**config.mk**
```make
export PLATFORM = sky130hd
export DESIGN_NAME = stage_sequencer_flat
export DESIGN_NICKNAME = d
export VERILOG_FILES = /design/src/rtl/stage_seq_pkg.sv /design/src/rtl/stage_sequencer_if.sv /design/src/rtl/stage_dwell_counter.sv /design/src/rtl/stage_sequencer.sv /design/src/flat_wrapper.sv
export SDC_FILE = /design/constraint.sdc
export NUM_CORES = 1
export LEC_CHECK = 0
export ABC_AREA = 1
export CORE_ASPECT_RATIO = 1.25
export CORE_MARGIN = 5
export CORE_UTILIZATION = 33
export DETAILED_ROUTE_END_ITERATION = 10
export GPL_TIMING_DRIVEN = 0
export MAX_ROUTING_LAYER = met4
export RECOVER_POWER = 100
export SLEW_MARGIN = 10
export SYNTH_ARGS = -nofsm -noshare
export SYNTH_HDL_FRONTEND = slang
export SYNTH_HIERARCHICAL = 1
export SYNTH_SLANG_ARGS = --single-unit
```
**constraint.sdc**
```tcl
create_clock -name clk -period 1.95 [get_ports clk]
set_clock_uncertainty 0.15 [all_clocks]
set_input_delay 0.39 -clock clk [delete_from_list [all_inputs] [get_ports clk]]
set_output_delay 0.39 -clock clk [all_outputs]
set_load 0.02 [all_outputs]
```
**src/rtl/stage_seq_pkg.sv**
```systemverilog
// Shared definitions for the stage sequencer.
//   ctrl_op_e   : control operation presented to the control stage
//   FAULT_*     : fault cause codes latched into fault_num
//   fault_code  : maps the fault sources to a cause code using the priority
//                 order illegal > address > access
package stage_seq_pkg;

    typedef enum logic [1:0] {
        CTRL_TRAP    = 2'b00,
        CTRL_EXT_INT = 2'b01,
        CTRL_SW_INT  = 2'b10,
        CTRL_NORMAL  = 2'b11
    } ctrl_op_e;

    localparam logic [2:0] FAULT_IADDR   = 3'b000;
    localparam logic [2:0] FAULT_IACCESS = 3'b001;
    localparam logic [2:0] FAULT_ILLEGAL = 3'b010;
    localparam logic [2:0] FAULT_LADDR   = 3'b100;
    localparam logic [2:0] FAULT_LACCESS = 3'b101;
    localparam logic [2:0] FAULT_SADDR   = 3'b110;
    localparam logic [2:0] FAULT_SACCESS = 3'b111;

    // Only meaningful when at least one fault source is active. A memory
    // fault that is not a fetch fault belongs to the memory stage.
    function automatic logic [2:0] fault_code(
        input logic illegal,
        input logic fetch,
        input logic store,
        input logic addr
    );
        if (illegal)
            return FAULT_ILLEGAL;
        if (fetch)
            return addr ? FAULT_IADDR : FAULT_IACCESS;
        if (store)
            return addr ? FAULT_SADDR : FAULT_SACCESS;
        return addr ? FAULT_LADDR : FAULT_LACCESS;
    endfunction

endpackage

```
**src/rtl/stage_sequencer_if.sv**
```systemverilog
// Signal bundle between the stage sequencer and its environment.
//   master : environment side, drives stall, fault and interrupt inputs
//   slave  : sequencer side, drives stage_active, commit, control_op,
//            irq_id, fault_num, trap_taken and retire
interface stage_sequencer_if
    import stage_seq_pkg::*;
#(
    parameter int NUM_STAGES = 6,
    parameter int NUM_IRQ    = 4
) ();

    localparam int IRQ_W = (NUM_IRQ > 1) ? $clog2(NUM_IRQ) : 1;

    logic                  stall;
    logic                  illegal_instr_fault;
    logic                  mem_addr_fault;
    logic                  mem_access_fault;
    logic                  mem_fault_is_store;
    logic [NUM_IRQ-1:0]    ext_irq;
    logic [NUM_IRQ-1:0]    irq_mask;
    logic                  sw_int;

    logic [NUM_STAGES-1:0] stage_active;
    logic                  commit;
    ctrl_op_e              control_op;
    logic [IRQ_W-1:0]      irq_id;
    logic [2:0]            fault_num;
    logic                  trap_taken;
    logic                  retire;

    modport master (
        output stall, illegal_instr_fault, mem_addr_fault, mem_access_fault,
               mem_fault_is_store, ext_irq, irq_mask, sw_int,
        input  stage_active, commit, control_op, irq_id, fault_num,
               trap_taken, retire
    );

    modport slave (
        input  stall, illegal_instr_fault, mem_addr_fault, mem_access_fault,
               mem_fault_is_store, ext_irq, irq_mask, sw_int,
        output stage_active, commit, control_op, irq_id, fault_num,
               trap_taken, retire
    );

endinterface

```
**src/rtl/stage_dwell_counter.sv**
```systemverilog
// Dwell counter for one stage.
//   clk, reset_n : clock, asynchronous active-low reset
//   stall        : holds the count on the final dwell cycle
//   commit       : final, unstalled dwell cycle (combinational)
// The count runs 0..DWELL-1; stall only matters on the last count, earlier
// counts advance regardless.
module stage_dwell_counter #(
    parameter int DWELL = 2
) (
    input  logic clk,
    input  logic reset_n,
    input  logic stall,
    output logic commit
);

    localparam int            CW   = (DWELL > 1) ? $clog2(DWELL) : 1;
    localparam logic [CW-1:0] LAST = CW'(DWELL - 1);

    logic [CW-1:0] count_q;
    logic [CW-1:0] count_d;
    logic          at_last;

    // With DWELL = 1 the counter sits at zero and commit reduces to ~stall.
    assign at_last = (count_q == LAST);
    assign commit  = at_last & ~stall;

    always_comb begin
        count_d = count_q;
        if (commit)
            count_d = '0;
        else if (!at_last)
            count_d = count_q + CW'(1);
    end

    always_ff @(posedge clk or negedge reset_n) begin
        if (!reset_n)
            count_q <= '0;
        else
            count_q <= count_d;
    end

endmodule

```
**src/rtl/stage_sequencer.sv**
```systemverilog
// Parametrised instruction-stage sequencer.
//   clk, reset_n : clock, asynchronous active-low reset
//   bus (slave)  : stall/fault/interrupt inputs; one-hot stage_active,
//                  commit, control_op, irq_id, fault_num, trap_taken, retire
// A one-hot stage token advances on every unfaulted commit. A fault on a
// commit sends the token back to the control stage (bit 0) with a trap; an
// unfaulted commit of the last stage picks the next control operation from
// the masked external interrupts and the software interrupt.
module stage_sequencer
    import stage_seq_pkg::*;
#(
    parameter int NUM_STAGES   = 6,
    parameter int DWELL        = 2,
    parameter int FETCH_STAGE  = 1,
    parameter int MEMORY_STAGE = 4,
    parameter int NUM_IRQ      = 4
) (
    input  logic               clk,
    input  logic               reset_n,
    stage_sequencer_if.slave   bus
);

    localparam int IRQ_W = (NUM_IRQ > 1) ? $clog2(NUM_IRQ) : 1;

    logic                  commit;
    logic [NUM_STAGES-1:0] stage_active_q, stage_active_d;
    ctrl_op_e              control_op_q, control_op_d;
    logic [IRQ_W-1:0]      irq_id_q, irq_id_d;
    logic [2:0]            fault_num_q, fault_num_d;
    logic                  trap_taken_q, trap_taken_d;
    logic                  retire_q, retire_d;

    stage_dwell_counter #(
        .DWELL (DWELL)
    ) u_dwell (
        .clk     (clk),
        .reset_n (reset_n),
        .stall   (bus.stall),
        .commit  (commit)
    );

    // Fault qualification against the current stage
    logic mem_fault_any;
    logic illegal_hit;
    logic fetch_hit;
    logic mem_hit;
    logic fault_hit;
    logic [2:0] fault_new;

    assign mem_fault_any = bus.mem_addr_fault | bus.mem_access_fault;
    assign illegal_hit   = bus.illegal_instr_fault & ~stage_active_q[0];
    assign fetch_hit     = mem_fault_any & stage_active_q[FETCH_STAGE];
    assign mem_hit       = mem_fault_any & stage_active_q[MEMORY_STAGE];
    assign fault_hit     = illegal_hit | fetch_hit | mem_hit;
    assign fault_new     = fault_code(illegal_hit, fetch_hit,
                                      bus.mem_fault_is_store, bus.mem_addr_fault);

    // Lowest-numbered enabled interrupt wins: scan from the top down so the
    // last assignment made is the lowest set bit.
    logic [NUM_IRQ-1:0] irq_pending;
    logic [IRQ_W-1:0]   irq_win;

    assign irq_pending = bus.ext_irq & bus.irq_mask;

    always_comb begin
        irq_win = '0;
        for (int i = NUM_IRQ - 1; i >= 0; i--) begin
            if (irq_pending[i])
                irq_win = IRQ_W'(i);
        end
    end

    always_comb begin
        stage_active_d = stage_active_q;
        control_op_d   = control_op_q;
        irq_id_d       = irq_id_q;
        fault_num_d    = fault_num_q;
        trap_taken_d   = 1'b0;
        retire_d       = 1'b0;

        if (commit) begin
            if (fault_hit) begin
                // Fault beats any interrupt on the same commit; irq_id holds.
                stage_active_d = NUM_STAGES'(1);
                control_op_d   = CTRL_TRAP;
                fault_num_d    = fault_new;
                trap_taken_d   = 1'b1;
            end else begin
                stage_active_d = {stage_active_q[NUM_STAGES-2:0],
                                  stage_active_q[NUM_STAGES-1]};
                if (stage_active_q[NUM_STAGES-1]) begin
                    retire_d = 1'b1;
                    if (|irq_pending) begin
                        control_op_d = CTRL_EXT_INT;
                        irq_id_d     = irq_win;
                    end else if (bus.sw_int) begin
                        control_op_d = CTRL_SW_INT;
                    end else begin
                        control_op_d = CTRL_NORMAL;
                    end
                end
            end
        end
    end

    always_ff @(posedge clk or negedge reset_n) begin
        if (!reset_n) begin
            stage_active_q <= NUM_STAGES'(1);
            control_op_q   <= CTRL_NORMAL;
            irq_id_q       <= '0;
            fault_num_q    <= FAULT_IADDR;
            trap_taken_q   <= 1'b0;
            retire_q       <= 1'b0;
        end else begin
            stage_active_q <= stage_active_d;
            control_op_q   <= control_op_d;
            irq_id_q       <= irq_id_d;
            fault_num_q    <= fault_num_d;
            trap_taken_q   <= trap_taken_d;
            retire_q       <= retire_d;
        end
    end

    assign bus.stage_active = stage_active_q;
    assign bus.commit       = commit;
    assign bus.control_op   = control_op_q;
    assign bus.irq_id       = irq_id_q;
    assign bus.fault_num    = fault_num_q;
    assign bus.trap_taken   = trap_taken_q;
    assign bus.retire       = retire_q;

endmodule

```
**src/flat_wrapper.sv**
```systemverilog
// flat-port wrapper written by rule: the top's interface ports become plain ports
module stage_sequencer_flat import stage_seq_pkg::*;
#(
    parameter int NUM_STAGES   = 6,
    parameter int DWELL        = 2,
    parameter int FETCH_STAGE  = 1,
    parameter int MEMORY_STAGE = 4,
    parameter int NUM_IRQ      = 4
)
  (clk, reset_n, bus_stall, bus_illegal_instr_fault, bus_mem_addr_fault, bus_mem_access_fault, bus_mem_fault_is_store, bus_ext_irq, bus_irq_mask, bus_sw_int, bus_stage_active, bus_commit, bus_control_op, bus_irq_id, bus_fault_num, bus_trap_taken, bus_retire);
  stage_sequencer_if #(.NUM_STAGES(NUM_STAGES), .NUM_IRQ(NUM_IRQ)) bus_i ();
  input  logic clk;
  input  logic reset_n;
  input wire logic [$bits(bus_i.stall)-1:0] bus_stall;
  input wire logic [$bits(bus_i.illegal_instr_fault)-1:0] bus_illegal_instr_fault;
  input wire logic [$bits(bus_i.mem_addr_fault)-1:0] bus_mem_addr_fault;
  input wire logic [$bits(bus_i.mem_access_fault)-1:0] bus_mem_access_fault;
  input wire logic [$bits(bus_i.mem_fault_is_store)-1:0] bus_mem_fault_is_store;
  input wire logic [$bits(bus_i.ext_irq)-1:0] bus_ext_irq;
  input wire logic [$bits(bus_i.irq_mask)-1:0] bus_irq_mask;
  input wire logic [$bits(bus_i.sw_int)-1:0] bus_sw_int;
  output wire logic [$bits(bus_i.stage_active)-1:0] bus_stage_active;
  output wire logic [$bits(bus_i.commit)-1:0] bus_commit;
  output wire logic [$bits(bus_i.control_op)-1:0] bus_control_op;
  output wire logic [$bits(bus_i.irq_id)-1:0] bus_irq_id;
  output wire logic [$bits(bus_i.fault_num)-1:0] bus_fault_num;
  output wire logic [$bits(bus_i.trap_taken)-1:0] bus_trap_taken;
  output wire logic [$bits(bus_i.retire)-1:0] bus_retire;
  assign bus_i.stall = bus_stall;
  assign bus_i.illegal_instr_fault = bus_illegal_instr_fault;
  assign bus_i.mem_addr_fault = bus_mem_addr_fault;
  assign bus_i.mem_access_fault = bus_mem_access_fault;
  assign bus_i.mem_fault_is_store = bus_mem_fault_is_store;
  assign bus_i.ext_irq = bus_ext_irq;
  assign bus_i.irq_mask = bus_irq_mask;
  assign bus_i.sw_int = bus_sw_int;
  assign bus_stage_active = bus_i.stage_active;
  assign bus_commit = bus_i.commit;
  assign bus_control_op = bus_i.control_op;
  assign bus_irq_id = bus_i.irq_id;
  assign bus_fault_num = bus_i.fault_num;
  assign bus_trap_taken = bus_i.trap_taken;
  assign bus_retire = bus_i.retire;
  stage_sequencer #(.NUM_STAGES(NUM_STAGES), .DWELL(DWELL), .FETCH_STAGE(FETCH_STAGE), .MEMORY_STAGE(MEMORY_STAGE), .NUM_IRQ(NUM_IRQ)) u_core (.clk(clk), .reset_n(reset_n), .bus(bus_i));
endmodule
```
==> results by group <==
Outcome
  – Status: finished, final reports clean

Synth
  – Post-Syn Area per Cell: 8.77 µm²
  – Top-area cell type share of the netlist area: 0.436
  – Post-Syn Nets: 101
  – Synth unique cells: 18
  – Synth Area in Compound Gates: 0.114
  – Yosys reg bits: 16
  – Register area share after synthesis: 0.542
  – Yosys warnings: 6
  – Largest family of logic cells by synthesized area: simple AND/OR/NAND/NOR gates
  – Simple-Gate Fraction of Synth Area: 0.284
  – Cell taking the most area after synthesis: dfrtp_1
  – Cell Area, Synth: 746 µm²
  – Synthesized instance count: 85
  – Synth Area in Adders: 0
  – Largest cells by area after synthesis: dfrtp_1 (44%), nand2_1 (17%), dfstp_2 (11%)
  – Synth Area in XOR/XNOR: 0
  – Mux contribution to synthesized area: 0

Global route
  – Via count of the first global-routing pass: 650
  – First-pass GRT wire length: 2.79 mm
  – Grt ovf: 0
  – Met1 Use GR: 0.132
  – Largest net degree at the start of global routing: 17
  – All-Layer GR Usage: 0.112
  – Initial antenna violation count: 0
  – Grt met2 use: 0.172
  – Layer with the highest usage: met2
  – M3 GR Usage: 0.0307

Timing
  – F_max: 0.533 GHz
  – Final setup fails: 0
  – Slew Limit Headroom: 0.511
  – Post-layout min period: 1870 ps
  – Max-slew violation count: 0
  – Slew at the pin closest to its max-slew limit: 731 ps
  – Setup WS post-layout: 75.3 ps
  – WHS: 285 ps
  – RSZ-0062 raised after global routing: no
  – Tcrit/Tclk final: 0.961
  – Final Hold Fails: 0

Critical path
  – Slowest-stage cell, CP: clkdlybuf4s50_1
  – Buf/Inv on CP: 1
  – Crit path to: bus_stage_active[4]
  – CP max FO: 4
  – R2R setup slack: 490 ps
  – Worst path depth: 1
  – Setup CP Type: reg -> out
  – Top delay family on crit path: buffers and inverters
  – Reg2reg start: u_core/bus.stage_active[0]$_DFFE_PN1P_
  – Worst setup path startpoint: u_core/bus.stage_active[4]$_DFFE_PN0P_
  – Worst path required time: 1410 ps
  – Crit Reg-Reg Endpoint: u_core/bus.irq_id[1]$_DFFE_PN0P_
  – Critical Path, Cell by Cell: clkdlybuf4s50_1
  – Crit. End Element: output pin
  – Startpoint types: flip-flop
  – Max incr delay on CP: 630 ps
  – Worst R2R Path Depth: 7
  – Worst path arrival time: 1330 ps

Clock tree
  – CTS H-tree lvls: 1
  – CTS clk-pin slew, worst paths: 100 ps
  – Clock Latency Late Sink: 280 ps
  – Clock Path Buffers: 2
  – CTS tree: done
  – Clock root cell: clkbuf_4
  – Setup Buffers After CTS: 0
  – CTS Sinks: 16
  – TritonCTS Buffers: 3

Final layout
  – Ant diodes: 0
  – Final net count: 137
  – Leading cell type in the layout, fill and taps excluded: nand2_1
  – Most frequent cells in the layout: nand2_1 (34), clkdlybuf4s50_1 (18), dfrtp_1 (13)
  – Area growth from synthesis to layout: 48.8%
  – Share of cells above drive strength 1: 0.0917
  – Final instance area: 0.00111 mm²
  – Fillers: 234
  – Non-Filler Instances: 151

Route
  – Wire per inst: 10.6 µm
  – DRC: 0
  – DR vias: 657
  – Final ANT Viol Nets: 0
  – DR iter-0 viols: 14
  – Router iterations before antenna repair: 4
  – Vias per inst: 4.35
  – Routed Wire Length: 1.60 mm

Pwr
  – Clock power share: 0.176
  – Logic pwr share: 0.396
  – Worst vdd ir: 0.540 mV
  – Switching portion of total power: 0.364
  – Pleak: 0.559 nW
  – Switching power: 0.000385 W
  – Reg power frac: 0.428
  – Design internal power: 0.000672 W
  – P per Cell Area: 953 mW/mm²

Placed design
  – Placed cells: 147
  – Place WS: -186 ps
  – Post-DP HPWL: 1.25 mm
  – PortBufs: 31
  – Placed cell areas: 0.00109 mm²
  – Global placer's final weighted congestion: 0.770

Floorplan
  – Die footprint: 0.00332 mm²
  – Top Ports: 32
  – Die height: 63.2 µm
  – Core box area: 0.00219 mm²
  – Initial Util: 0.341
  – Width of the die: 52.5 µm
  – # rows: 19

Job
  – Max_cap viols: 0

Hold path
  – Hold crit path type: reg -> reg
[per-layer routing]
layer  up-vias  part of all wire
met5         -                 0
met2        22              0.48
met1       293              0.43
li1        340                 -
met3         2             0.079
met4         0            0.0075
[logic make-up (layout without fill, tap and decap cells)]
logic type | Yosys count | in the layout
AOI/OAI and AO/OA | 14 | 14
and+or+nand+nor | 45 | 45
DFF | 16 | 16
buffers and inverters | 10 | 45
[area by class of cell]
type	count	area, µm²	area share
multi-input cells	59	290	0.262
plain buffers	1	11.3	0.0101
clock buffers	4	26.3	0.0237
inverters	9	33.8	0.0304
well taps	31	38.8	0.0349
repair buffers	31	305	0.275
flip-flops and latches	16	404	0.364
[power groups by stage]
stage / logic, W / registers [W] / clock network [W]
floorplan: 0.000146 / 0.000555 / 0
global placement: 0.000451 / 0.000466 / 0
detailed placement: 0.000452 / 0.000468 / 0
CTS: 0.000445 / 0.000461 / 0.000192
global route: 0.000458 / 0.000470 / 0.000202
finish: 0.000419 / 0.000452 / 0.000187
[stage by stage]
step           setup TNS [ps]   util  total power [W]
2_1_floorplan               0      -         0.000701
3_3_place_gp             -174  0.501         0.000917
3_5_place_dp             -186  0.501         0.000921
4_1_cts                     0  0.510          0.00110
5_1_grt                     0  0.507          0.00113
6_report                    0  0.507          0.00106
[Yosys cell counts]
library cell,n
inv_1,9
dfrtp_1,13
o21ai_1,2
o21ai_0,6
a21boi_0,2
nor2_4,1
o211ai_1,1
o21ai_2,2
buf_6,1
nand3_2,1
nor2_2,1
nand3_4,1
nand2_4,1
a21oi_1,1
dfstp_2,3
nor2_1,2
nand3_1,4
nand2_1,34
[flip-flops by register name (all words and copies together) (netlist names)]
register / cells
u_core/bus.control_op: 2
u_core/bus.fault_num: 3
u_core/bus.irq_id: 2
u_core/bus.retire: 1
u_core/bus.stage_active: 6
u_core/bus.trap_taken: 1
u_core/u_dwell/at_last: 1
[what timing repair did]
item / in CTS / in global routing
hold endpoints to repair: 0 / 0
resized for setup: 4 / 0
hold buffers: 0 / 0
setup endpoints to repair: 4 / 0
[how the worst min path moves through the flow]
| stage | startpoint | to | slack [ps] | cells after the start |
|---|---|---|---|---|
| floorplan | reset_n | u_core/bus.fault_num[0]$_DFFE_PN0P_ | -60 | 0 |
| global route | u_core/u_dwell/at_last$_DFF_PN0_ | u_core/u_dwell/at_last$_DFF_PN0_ | 330 | 1 |
| global placement | u_core/u_dwell/at_last$_DFF_PN0_ | u_core/u_dwell/at_last$_DFF_PN0_ | 270 | 1 |
| finish | u_core/u_dwell/at_last$_DFF_PN0_ | u_core/u_dwell/at_last$_DFF_PN0_ | 290 | 1 |
| CTS | u_core/u_dwell/at_last$_DFF_PN0_ | u_core/u_dwell/at_last$_DFF_PN0_ | 290 | 1 |
| detailed placement | u_core/u_dwell/at_last$_DFF_PN0_ | u_core/u_dwell/at_last$_DFF_PN0_ | 280 | 1 |
Note: power is estimated with default switching activity, not from simulation.
